==> config.mk <==
export PLATFORM = sky130hd
export DESIGN_NAME = clip_controller_flat
export DESIGN_NICKNAME = d
export VERILOG_FILES = /design/src/rtl/clip_controller_if.sv /design/src/rtl/clip_controller.sv /design/src/flat_wrapper.sv
export SDC_FILE = /design/constraint.sdc
export NUM_CORES = 1
export LEC_CHECK = 0
export CORE_MARGIN = 2
export CORE_UTILIZATION = 50
export CTS_CLUSTER_DIAMETER = 30
export DETAILED_ROUTE_END_ITERATION = 7
export PLACE_DENSITY = 0.72
export SKIP_LAST_GASP = 1
export SLEW_MARGIN = 20
export SYNTH_ARGS = -nofsm -noshare
export SYNTH_HDL_FRONTEND = slang
export SYNTH_SLANG_ARGS = --single-unit
==> constraint.sdc <==
create_clock -name clock -period 4 [get_ports clock]
set_input_delay 0.4 -clock clock [delete_from_list [all_inputs] [get_ports clock]]
set_output_delay 0.4 -clock clock [all_outputs]
set_load 0.01 [all_outputs]
==> src/rtl/clip_controller_if.sv <==
// Sample-memory bus between clip_controller (master) and the clip RAM (slave).
// Build option for the controller: define CLIP_LOOP_EN to make playback loop.
`timescale 1ns/1ps
interface clip_controller_if #(
   parameter int NUM_CLIPS = 4,
   parameter int CLIP_AW   = 10,
   parameter int SAMPLE_W  = 8
);
   localparam int ADDR_W = $clog2(NUM_CLIPS) + CLIP_AW;

   // Strobe protocol, no back-pressure: mem_we writes mem_wdata at mem_addr in
   // the cycle it is high; mem_re requests mem_addr and the slave must present
   // mem_rdata exactly one cycle later. we and re are never high together.
   logic [ADDR_W-1:0]   mem_addr;
   logic                mem_we;
   logic                mem_re;
   logic [SAMPLE_W-1:0] mem_wdata;
   logic [SAMPLE_W-1:0] mem_rdata;

   modport master (
      output mem_addr,
      output mem_we,
      output mem_re,
      output mem_wdata,
      input  mem_rdata
   );

   modport slave (
      input  mem_addr,
      input  mem_we,
      input  mem_re,
      input  mem_wdata,
      output mem_rdata
   );
endinterface

==> src/rtl/clip_controller.sv <==
// Multi-slot audio clip recorder/player driving an external sample RAM.
// Define CLIP_LOOP_EN to loop playback at end of clip; undefined stops at end.
`timescale 1ns/1ps
module clip_controller #(
   parameter  int NUM_CLIPS = 4,
   parameter  int CLIP_AW   = 10,
   parameter  int SAMPLE_W  = 8,
   localparam int CLIP_BITS = $clog2(NUM_CLIPS)
) (
   input  logic                 clock,
   input  logic                 reset,
   input  logic                 PlaySync,
   input  logic                 RecordSync,
   input  logic                 ClipNumPlaySync,
   input  logic                 ClipNumRecordSync,
   input  logic                 resetButtonSync,
   input  logic                 sample_tick,
   input  logic [SAMPLE_W-1:0]  sample_in,
   clip_controller_if.master    mem,
   output logic [SAMPLE_W-1:0]  sample_out,
   output logic                 sample_out_valid,
   output logic [CLIP_BITS-1:0] play_clip,
   output logic [CLIP_BITS-1:0] record_clip,
   output logic [1:0]           state,
   output logic                 busy
);
   typedef enum logic [1:0] {
      IDLE   = 2'd0,
      RECORD = 2'd1,
      PLAY   = 2'd2
   } ctrlStateT;

   localparam logic [CLIP_AW-1:0]   PTR_LAST = '1;
   localparam logic [CLIP_AW-1:0]   PTR_ONE  = 1;
   localparam logic [CLIP_AW:0]     LEN_ONE  = 1;
   localparam logic [CLIP_AW:0]     FULL_LEN = {1'b1, {CLIP_AW{1'b0}}};
   localparam logic [CLIP_BITS-1:0] CLIP_ONE = 1;

   ctrlStateT         stateQ;
   logic [CLIP_AW-1:0] ptr;
   logic [CLIP_AW:0]   clipLen [NUM_CLIPS];
   logic               readPending;
   logic [CLIP_AW:0]   playLen;
   logic               writeNow;
   logic               readNow;
   logic               lastRead;

   // A stop command or the reset button in the same cycle suppresses the access.
   assign writeNow = (stateQ == RECORD) && sample_tick && !RecordSync && !resetButtonSync;
   assign readNow  = (stateQ == PLAY)   && sample_tick && !PlaySync   && !resetButtonSync;
   assign playLen  = clipLen[play_clip];
   assign lastRead = ({1'b0, ptr} == (playLen - LEN_ONE));

   assign mem.mem_we    = writeNow;
   assign mem.mem_re    = readNow;
   assign mem.mem_addr  = {((stateQ == PLAY) ? play_clip : record_clip), ptr};
   assign mem.mem_wdata = writeNow ? sample_in : '0;

   assign state = stateQ;
   assign busy  = (stateQ != IDLE);

   always_ff @(posedge clock or posedge reset) begin
      if (reset) begin
         stateQ           <= IDLE;
         ptr              <= '0;
         readPending      <= 1'b0;
         play_clip        <= '0;
         record_clip      <= '0;
         sample_out       <= '0;
         sample_out_valid <= 1'b0;
         for (int i = 0; i < NUM_CLIPS; i++) clipLen[i] <= '0;
      end else begin
         // Outstanding reads complete regardless of what the FSM does now.
         readPending      <= readNow;
         sample_out_valid <= readPending;
         if (readPending) sample_out <= mem.mem_rdata;

         if (resetButtonSync) begin
            stateQ      <= IDLE;
            ptr         <= '0;
            play_clip   <= '0;
            record_clip <= '0;
            for (int i = 0; i < NUM_CLIPS; i++) clipLen[i] <= '0;
         end else begin
            case (stateQ)
               IDLE: begin
                  if (RecordSync) begin
                     stateQ <= RECORD;
                     ptr    <= '0;
                  end else if (PlaySync && (playLen != '0)) begin
                     stateQ <= PLAY;
                     ptr    <= '0;
                  end
                  if (ClipNumPlaySync)   play_clip   <= play_clip + CLIP_ONE;
                  if (ClipNumRecordSync) record_clip <= record_clip + CLIP_ONE;
               end
               RECORD: begin
                  if (RecordSync) begin
                     clipLen[record_clip] <= {1'b0, ptr};
                     stateQ               <= IDLE;
                     ptr                  <= '0;
                  end else if (writeNow) begin
                     if (ptr == PTR_LAST) begin
                        clipLen[record_clip] <= FULL_LEN;
                        stateQ               <= IDLE;
                        ptr                  <= '0;
                     end else begin
                        ptr <= ptr + PTR_ONE;
                     end
                  end
               end
               PLAY: begin
                  if (PlaySync) begin
                     stateQ <= IDLE;
                     ptr    <= '0;
                  end else if (readNow) begin
                     if (lastRead) begin
`ifdef CLIP_LOOP_EN
                        ptr <= '0;
`else
                        stateQ <= IDLE;
                        ptr    <= '0;
`endif
                     end else begin
                        ptr <= ptr + PTR_ONE;
                     end
                  end
               end
               default: begin
                  stateQ <= IDLE;
                  ptr    <= '0;
               end
            endcase
         end
      end
   end
endmodule

==> src/flat_wrapper.sv <==
// flat-port wrapper written by rule: the top's interface ports become plain ports
module clip_controller_flat 
#(
   parameter  int NUM_CLIPS = 4,
   parameter  int CLIP_AW   = 10,
   parameter  int SAMPLE_W  = 8,
   localparam int CLIP_BITS = $clog2(NUM_CLIPS)
)
  (clock, reset, PlaySync, RecordSync, ClipNumPlaySync, ClipNumRecordSync, resetButtonSync, sample_tick, sample_in, sample_out, sample_out_valid, play_clip, record_clip, state, busy, mem_mem_addr, mem_mem_we, mem_mem_re, mem_mem_wdata, mem_mem_rdata);
  clip_controller_if #(.NUM_CLIPS(NUM_CLIPS), .CLIP_AW(CLIP_AW), .SAMPLE_W(SAMPLE_W)) mem_i ();
  input  logic clock;
  input  logic reset;
  input  logic PlaySync;
  input  logic RecordSync;
  input  logic ClipNumPlaySync;
  input  logic ClipNumRecordSync;
  input  logic resetButtonSync;
  input  logic sample_tick;
  input  logic [SAMPLE_W-1:0] sample_in;
  output logic [SAMPLE_W-1:0] sample_out;
  output logic sample_out_valid;
  output logic [CLIP_BITS-1:0] play_clip;
  output logic [CLIP_BITS-1:0] record_clip;
  output logic [1:0] state;
  output logic busy;
  output wire logic [$bits(mem_i.mem_addr)-1:0] mem_mem_addr;
  output wire logic [$bits(mem_i.mem_we)-1:0] mem_mem_we;
  output wire logic [$bits(mem_i.mem_re)-1:0] mem_mem_re;
  output wire logic [$bits(mem_i.mem_wdata)-1:0] mem_mem_wdata;
  input wire logic [$bits(mem_i.mem_rdata)-1:0] mem_mem_rdata;
  assign mem_mem_addr = mem_i.mem_addr;
  assign mem_mem_we = mem_i.mem_we;
  assign mem_mem_re = mem_i.mem_re;
  assign mem_mem_wdata = mem_i.mem_wdata;
  assign mem_i.mem_rdata = mem_mem_rdata;
  clip_controller #(.NUM_CLIPS(NUM_CLIPS), .CLIP_AW(CLIP_AW), .SAMPLE_W(SAMPLE_W)) u_core (.clock(clock), .reset(reset), .PlaySync(PlaySync), .RecordSync(RecordSync), .ClipNumPlaySync(ClipNumPlaySync), .ClipNumRecordSync(ClipNumRecordSync), .resetButtonSync(resetButtonSync), .sample_tick(sample_tick), .sample_in(sample_in), .mem(mem_i), .sample_out(sample_out), .sample_out_valid(sample_out_valid), .play_clip(play_clip), .record_clip(record_clip), .state(state), .busy(busy));
endmodule
---- Word level (Yosys, flattened, before mapping) ----
Cells that the tools add are included.
operators by class
  multipliers ............................. 0
  shift operators ......................... 0
  bitwise gates (word level) .............. 5
  reduce and logical (&&, ||, !) cells .... 25
  muxes and demuxes ....................... 39
  $lt $le $gt $ge ......................... 3
  divide/modulo/power cells ............... 0
  equality and inequality tests ........... 9
  $add $sub $neg .......................... 4
operators with widths
  cell                                                                      count
  44-bit two-way mux                                                        5
  10-bit two-way mux                                                        9
  44-bit bitwise mux                                                        1
  40-bit AND                                                                1
  40-bit inverter                                                           1
  11-bit two-way mux                                                        3
  2-bit two-way mux                                                         16
  10-bit case mux with 3 select lines                                       1
  11-bit binary-select mux with 2-bit select                                1
  11-bit demux with 2-bit select                                            1
  4-bit by 3-bit inequality test with 1-bit output (second input constant)  4
  10-bit by 11-bit equality test with 1-bit output                          1
  11-bit nonzero test                                                       1
  11-bit by 1-bit subtractor with 11-bit output (second input constant)     1
  10-bit by 1-bit adder with 10-bit output (second input constant)          1
  10-bit equality test (second input constant)                              1
  2-bit nonzero test                                                        5
  1-bit logical AND                                                         8
  8-bit two-way mux                                                         1
  3-bit >= comparator (second input constant)                               2
  2-bit inverter with 3-bit output                                          2
  2-bit case mux with 3 select lines                                        1
  3-bit AND reduction                                                       2
  3-bit nonzero test                                                        2
  10 further kinds                                                          14
word-level totals
  bits in latches ......................... 0
  memories kept ........................... 0
  register bits ........................... 70
  input port bits ......................... 24
  RAM bits ................................ 0
  bits in read-only memories .............. 0
  logic and storage cells ................. 96

---- Depth between registers and ports, before layout ----
Gate-level depths: netlist of run 1.
  word-level depth ........................ 12
  gate-level depth with buffers ........... 14
  depth with buffers taken out ............ 11

---- Worst setup path before layout of run 1 ----
Ideal clock, no wire load.
  path kind ............................... register to register
  start ................................... register u_core.play_clip[0]
  end ..................................... register u_core.ptr[0]
  arrival ................................. 3.316 ns
  setup time .............................. 0.125 ns
  path slack .............................. 0.559 ns
  stages on the path, launching flop included .. 14
  data required time ...................... 3.875 ns
  cell sequence ........................... dfrtp_1 -> buf_6 -> buf_6 -> mux4_2 -> inv_1 -> ha_1 -> nor2b_1 -> a2bb2oi_2 -> or3_1 -> o31ai_2 -> o211ai_2 -> o31ai_4 -> nor2_2 -> mux2_2
between the ends
  cells in the longest elaborated chain, start to end .. 11
RTL lines
  element                                                   RTL line                RTL
  start: declaration                                        clip_controller.sv:22   output logic [CLIP_BITS-1:0] play_clip,
  start signal: assignment                                  clip_controller.sv:94   if (ClipNumPlaySync) play_clip <= play_clip + CLIP_ONE;
  2-bit inverter with 3-bit output (not written as such) *  clip_controller.sv:51   assign playLen = clipLen[play_clip];
  11-bit binary-select mux with 2-bit select *              clip_controller.sv:51
  11-bit two-way mux (not written as such) * (2 in series)  clip_controller.sv:51
  11-bit by 1-bit subtractor with 11-bit output             clip_controller.sv:52   assign lastRead = ({1'b0, ptr} == (playLen - LEN_ONE));
  10-bit by 11-bit equality test with 1-bit output          clip_controller.sv:52
  10-bit two-way mux                                        clip_controller.sv:117  if (lastRead) begin
  10-bit two-way mux                                        clip_controller.sv:116  end else if (readNow) begin
  10-bit two-way mux                                        clip_controller.sv:113  if (PlaySync) begin
  10-bit case mux with 3 select lines                       clip_controller.sv:85   case (stateQ)
  10-bit two-way mux                                        clip_controller.sv:78   if (resetButtonSync) begin
  end signal: assignment                                    clip_controller.sv:108  ptr <= ptr + PTR_ONE;
  end signal: assignment                                    clip_controller.sv:125  ptr <= ptr + PTR_ONE;
  end: declaration                                          clip_controller.sv:40   logic [CLIP_AW-1:0] ptr;
Mark *: on every way between the ends. The rest lies on a longest branch, timed or not. The select of a mux whose other input is x is not followed.
A chain may end at the register's enable or synchronous reset.

---- Worst setup path in the final report of run 1 ----
Same ends and word-level chain as after synthesis.

==> results of run 1 <==
-- worst paths after layout --
| kind | from | depth (start not counted) | endpoint | slack, ns |
|---|---|---|---|---|
| setup reg to reg | u_core.play_clip[0] | 11 | u_core.ptr[0] | 0.40 |
| setup / recovery | u_core.play_clip[0] | 11 | u_core.ptr[0] | 0.40 |
| hold / removal | reset | 2 | u_core.clipLen[39] | 0.42 |
| hold reg to reg | u_core.clipLen[5] | 1 | u_core.clipLen[5] | 0.51 |
| max in group asynchronous | reset | 3 | u_core.clipLen[2] | 2.62 |
| min in group clock | u_core.clipLen[5] | 1 | u_core.clipLen[5] | 0.51 |
-- placed cells by master, fill, tap and decap left out, types with 4 or more instances in the layout --
cell              n
ha_1              9
and2_1           18
mux2i_1          11
xor2_1            7
a22o_1           39
o21ai_0           6
o21ai_1           5
nor2_1           27
inv_1            11
mux2_2            9
clkbuf_8         11
xnor2_1          10
nand2_1          17
clkdlybuf4s50_1  61
nor2b_1           4
nor3_1            7
buf_4             4
mux4_2           11
nor4_1            4
a21oi_1           6
dfrtp_1          70
and3_1            5
nand3_1           5
-- registers in the layout, indices dropped and copies added, names as in the netlist --
| signal | flops |
|---|---|
| u_core.readPending | 1 |
| u_core.sample_out | 8 |
| u_core.sample_out_valid | 1 |
| u_core.state | 2 |
| u_core.clipLen | 44 |
| u_core.record_clip | 2 |
| u_core.ptr | 10 |
| u_core.play_clip | 2 |
-- critical path: stages, from the launching register on --
cell       delay (ns)
dfrtp_1          0.47
mux4_2           0.62
inv_1            0.09
ha_1             0.20
nor2b_1          0.18
a2bb2oi_2        0.17
or3_1            0.42
o31ai_2          0.21
o211ai_2         0.18
o31ai_4          0.50
nor2_2           0.14
mux2_2           0.29
-- kinds of logic (layout without fill, tap and decap cells) --
kind of cell | count (synthesis) | after routing
flip-flops | 70 | 70
AND/OR/NAND/NOR | 104 | 104
adder cells (fa/ha/maj) | 9 | 9
buffers and inverters | 35 | 93
XOR/XNOR | 17 | 17
AO/OA/AOI/OAI | 81 | 81
multiplexers | 32 | 32
-- power by group --
group	switching [mW]	leakage (nW)	total, mW	internal [mW]
combinational	0.150	0.996	0.317	0.167
clock	0.279	0.103	0.603	0.325
sequential	0.0282	0.965	0.773	0.744
total	0.457	2.06	1.69	1.24
-- final cells by class --
type                       instances  area, um2  area share, %
clock inverter                     4       55.1           1.16
inverter                          12       45.0          0.947
tap                              102        128           2.68
multi-input combinational        243       1980           41.6
timing repair buffer              65        641           13.5
sequential                        70       1750           36.8
clock buffer                      12        155           3.26
-- routing by layer --
metal | vias up | wire [um] | GRT usage, % | share of wire [%]
met5 | - | 0 | 0 | 0
met4 | 0 | 216 | 10.4 | 2.2
met3 | 17 | 613 | 5.83 | 6.2
met2 | 125 | 4640 | 37.3 | 47
met1 | 1497 | 4440 | 32.6 | 45
li1 | 1379 | - | - | -
-- metrics by stage --
step           total power [mW]  cell area [um2]  hold WS [ns]
2_1_floorplan             0.958             3880         0.352
3_3_place_gp               1.10             4540         0.478
3_5_place_dp               1.10             4540         0.485
4_1_cts                    1.70             4750         0.426
5_1_grt                    1.76             4750         0.490
6_report                   1.69             4750         0.417
==> results.yml, run 1 <==
synth:
  yosysSeqAreaShare_pct: 45.2
  syn_area_per_cell_um2: 11.1
  yosysWarnings: 0
  synth_adder_area_share_pct: 2.90
  synth_edf_count: 0
  ys_seq_elements: 70
  postSynth.asyncResetShare_pct: 100
  synth_top_family_by_area: "compound AO/OA/AOI/OAI gates"
  synth.most_common_cell: "dfrtp_1"
  yosys.area.top_type: "dfrtp_1"
  syn_area_mm2: 0.00388
  synth-compound-area-share_pct: 17.9
  synth.top_cell.area_share_pct: 45.2
  muxShareOfSynthArea_pct: 12.1
  yosys-top-cells-count: "dfrtp_1, a22o_1, nor2_1"
  yosys-top-cells-area: "dfrtp_1, a22o_1, mux4_2, and2_1, ha_1"
  yosys.area_share.simple_pct: 14.2
  synth_xor_area_share_pct: 3.84
  ys_dominant_reg_cell: "dfrtp_1"
  synth_cells: 348
  syn_nets: 381
  ys_types: 57
detailed_routing:
  drc: 0
  wl_per_cell_um: 19.5
  routed_wl_mm: 9.91
  vias: 3018
  viasPerCell: 5.94
  drt_iter0_drc: 270
  dr.pass1.iters: 4
  detail-route-antenna-nets: 0
die:
  core_mm2: 0.00761
  pin_count: 62
  die_area_mm2: 0.00848
  die_h_um: 92.1
  die-width_um: 92.1
  rows: 32
  start_util_pct: 51.0
sta:
  layout_min_cycle_time_ns: 3.60
  setup_viol: 0
  report.final.slew_viol_count: 0
  tightest_slew_ns: 0.984
  final.setup.worst_slack_ns: 0.404
  fin_setup_tns_ns: 0
  slew_headroom_pct: 34.4
  rsz0062_at_grt: "no"
  timing.final.hold_violations: 0
  finalClockSkew_ns: 0.0107
  fmax_mhz: 278
  finalCritPeriodShare_pct: 89.9
global_route:
  grt_max_degree: 44
  grt_pass1_wl_mm: 15.7
  grt_pass1_vias: 2954
  antenna_found_initial: 0
  globalRouteOverflowTotal: 0
  track_usage_pct: 24.1
critical_path:
  cp_max_fo: 10
  required_ns: 4.24
  criticalPathCategory: "flop to flop"
  critPathLaunchType: "flop"
  cp-end-kind: "flop"
  cp.arrival_ns: 3.83
placement:
  portBuffers: 61
  dpl.cell_count: 492
  dp_hpwl_mm: 6.91
  gp_congestion: 0.866
  dp_slack_ns: 0.447
clock_network:
  cts_max_level: 3
  numCtsBuffers: 9
  insertion_delay_ns: 0.35
  clock-root-buffer: "clkbuf_8"
  clock_sinks: 70
  hold_buffers: 0
  cts_tree: "done"
  cts_buffer_depth: 2
  cts_resized: 0
  post-cts-setup-buffers: 0
  clk_pin_slew_ns: 0.08
cells_and_area:
  fin_util_pct: 62.5
  area_growth_pct: 22.6
  fin_nets: 434
  layoutNonFillerInstCount: 508
  drive_gt1_share_pct: 13.5
  fillers: 630
  n_antenna_cell: 0
job:
  drv_cap: 0
hold_path:
  hold_path_class: "input port to async pin"
power:
  power_density_mw_per_mm2: 356
  p_leak_nw: 2.06
  max-vdd-ir-drop_mv: 0.197
status:
  status: "completed"
No activity file was read; power rests on OpenSTA's default activity.
==> inputs of run 2 (changes only) <==
--- a/config.mk
+++ b/config.mk
@@ -5,6 +5,7 @@
 export SDC_FILE = /design/constraint.sdc
 export NUM_CORES = 1
 export LEC_CHECK = 0
+export ABC_CLOCK_PERIOD_IN_PS = 4000
 export CORE_MARGIN = 2
 export CORE_UTILIZATION = 50
 export CTS_CLUSTER_DIAMETER = 30
==> results of run 2 <==
Final layout, timing and power as in run 1 (identical DEF).
==> inputs of run 3 (changes only) <==
--- a/config.mk
+++ b/config.mk
@@ -7,10 +7,10 @@
 export LEC_CHECK = 0
 export ABC_CLOCK_PERIOD_IN_PS = 4000
 export CORE_MARGIN = 2
-export CORE_UTILIZATION = 50
+export CORE_UTILIZATION = 40
 export CTS_CLUSTER_DIAMETER = 30
 export DETAILED_ROUTE_END_ITERATION = 7
-export PLACE_DENSITY = 0.72
+export PLACE_DENSITY = 0.6
 export SKIP_LAST_GASP = 1
 export SLEW_MARGIN = 20
 export SYNTH_ARGS = -nofsm -noshare
==> run 3 against run 2 <==
Effect of this change: die area increased by 24%; via count decreased by 1.0%; count of clock-buffer cells in the layout decreased by 2; setup slack improved by 0.16 ns; clock power decreased by 3.3%; sequential share of layout area decreased by 0.63 points; final cell count increased by 6.9%; worst hold slack improved by 0.088 ns; maximum frequency increased by 4.6%; sequential power about the same.
==> results.yml, run 3 (same netlist as run 1, synthesis figures left out) <==
cells_and_area:
  area_growth_pct: 24.7
  fin_nets: 442
  drive_gt1_share_pct: 15.5
  layout_common_cells: "dfrtp_1, clkdlybuf4s50_1, a22o_1"
  n_antenna_cell: 0
  largest_reg_flops: 44
  layoutNonFillerInstCount: 543
  regMostFlops: "u_core.clipLen"
  reg_top3: "u_core.clipLen: 44 flops, u_core.ptr: 10 flops, u_core.sample_out: 8 flops"
  final_common_cell: "dfrtp_1"
clock_network:
  clk_pin_slew_ns: 0.08
  numCtsBuffers: 9
  clock-root-buffer: "clkbuf_8"
  cts_tree: "done"
  cts_buffer_depth: 2
  cts_resized: 0
  insertion_delay_ns: 0.36
  clock_sinks: 70
  post-cts-setup-buffers: 0
  hold_buffers: 0
  cts_max_level: 3
die:
  pin_count: 62
  die_area_mm2: 0.0105
  die-width_um: 102
  die_h_um: 102
  core_mm2: 0.00933
  start_util_pct: 41.6
  rows: 35
hold_path:
  hold_path_class: "flop to flop"
  worstHoldPathCells: 1
global_route:
  grt_max_degree: 42
  grt_pass1_vias: 3046
  grt_pass1_wl_mm: 16.2
  globalRouteOverflowTotal: 0
  antenna_found_initial: 0
  track_usage_pct: 20.6
sta:
  layout_min_cycle_time_ns: 3.44
  fin_setup_tns_ns: 0
  timing.final.hold_violations: 0
  slew_headroom_pct: 32.4
  holdWs_ns: 0.505
  tightest_slew_ns: 1.01
  setup_viol: 0
  finalClockSkew_ns: 0.00785
  fmax_mhz: 291
  finalCritPeriodShare_pct: 85.9
  report.final.slew_viol_count: 0
  rsz0062_at_grt: "no"
critical_path:
  critPathLaunchType: "flop"
  r2r_slack_ns: 0.56
  max_stage_delay_ns: 0.60
  cp.arrival_ns: 3.68
  cp_slowest_cell: "mux4_2"
  required_ns: 4.24
  r2r_cells: 11
  criticalPathCategory: "flop to flop"
  cp-end-kind: "flop"
  cp_max_fo: 10
  cp_cell_sequence: "mux4_2 > inv_1 > ha_1 > nor2b_1 > a2bb2oi_2 > or3_1 > o31ai_2 > o211ai_2 > o31ai_4 > nor2_2 > mux2_2"
detailed_routing:
  viasPerCell: 5.50
  vias: 2987
  routed_wl_mm: 10.3
  drt_iter0_drc: 146
  wl_per_cell_um: 19.0
  detail-route-antenna-nets: 0
  dr.pass1.iters: 4
  drc: 0
placement:
  portBuffers: 61
  dp_hpwl_mm: 7.29
  dpl.cell_count: 527
  gp_congestion: 0.853
power:
  switchingPower_mw: 0.464
  power_density_mw_per_mm2: 348
  clock_power_share_pct: 34.6
  combPwrFrac_pct: 19.6
  seqPwrFrac_pct: 45.7
  p_int_mw: 1.22
  p_leak_nw: 2.11
  max-vdd-ir-drop_mv: 0.240
  p_sw_share_pct: 27.6
job:
  drv_cap: 0
status:
  status: "completed"
## run 3: cell count changes in the layout (fill, tap and decap cells not counted), sizes merged
cell / delta
clkinv: +2
clkbuf: -2
buf: +8
## run 3: layout make-up
class,instances,area (um2)
Sequential cell,70,1750
Timing Repair Buffer,73,701
Multi-Input combinational cell,243,1980
Inverter,12,45.0
Clock inverter,6,61.3
Tap cell,129,161
Clock buffer,10,138
Fill cell,839,4490
## run 3: per-layer routing
layer,vias to the layer above,track usage (%),share of wire [%]
met1,1515,28.4,46
met4,0,7.90,1.8
met3,14,5.20,4.3
li1,1390,-,-
met2,68,31.4,47
met5,-,0,0
## run 3: final timing paths
kind | from | endpoint
setup / recovery | u_core.play_clip[0] | u_core.ptr[0]
hold / removal | u_core.clipLen[7] | u_core.clipLen[7]
setup reg to reg | u_core.play_clip[0] | u_core.ptr[0]
hold reg to reg | u_core.clipLen[7] | u_core.clipLen[7]
max in group asynchronous | reset | u_core.clipLen[11]
min in group asynchronous | reset | u_core.clipLen[15]
## run 3: stage by stage
stage | setup WS (ns) | power (mW) | area, um2 | utilization, %
4_1_cts | 0.547 | 1.71 | 4840 | 51.9
5_1_grt | 0.349 | 1.76 | 4840 | 51.9
3_3_place_gp | 0.706 | 1.11 | 4640 | 49.7
2_1_floorplan | 0.559 | 0.958 | 3880 | -
3_5_place_dp | 0.556 | 1.12 | 4640 | 49.7
6_report | 0.563 | 1.68 | 4840 | 51.9
## run 3: power groups by stage
| stage | sequential, mW | combinational, mW | clock, mW |
|---|---|---|---|
| floorplan | 0.798 | 0.160 | 0 |
| finish | 0.771 | 0.331 | 0.583 |
| CTS | 0.771 | 0.336 | 0.603 |
| detailed placement | 0.785 | 0.334 | 0 |
| global placement | 0.783 | 0.331 | 0 |
| global route | 0.776 | 0.359 | 0.630 |
## run 3: worst max-delay path, delay by kind of cell, from the launching register on
kind / cells / cell delay, ns
compound gates: 4 / 1.00
mux: 2 / 0.89
flops: 1 / 0.43
simple gates: 3 / 0.72
buf+inv: 1 / 0.09
fa+ha+maj: 1 / 0.20
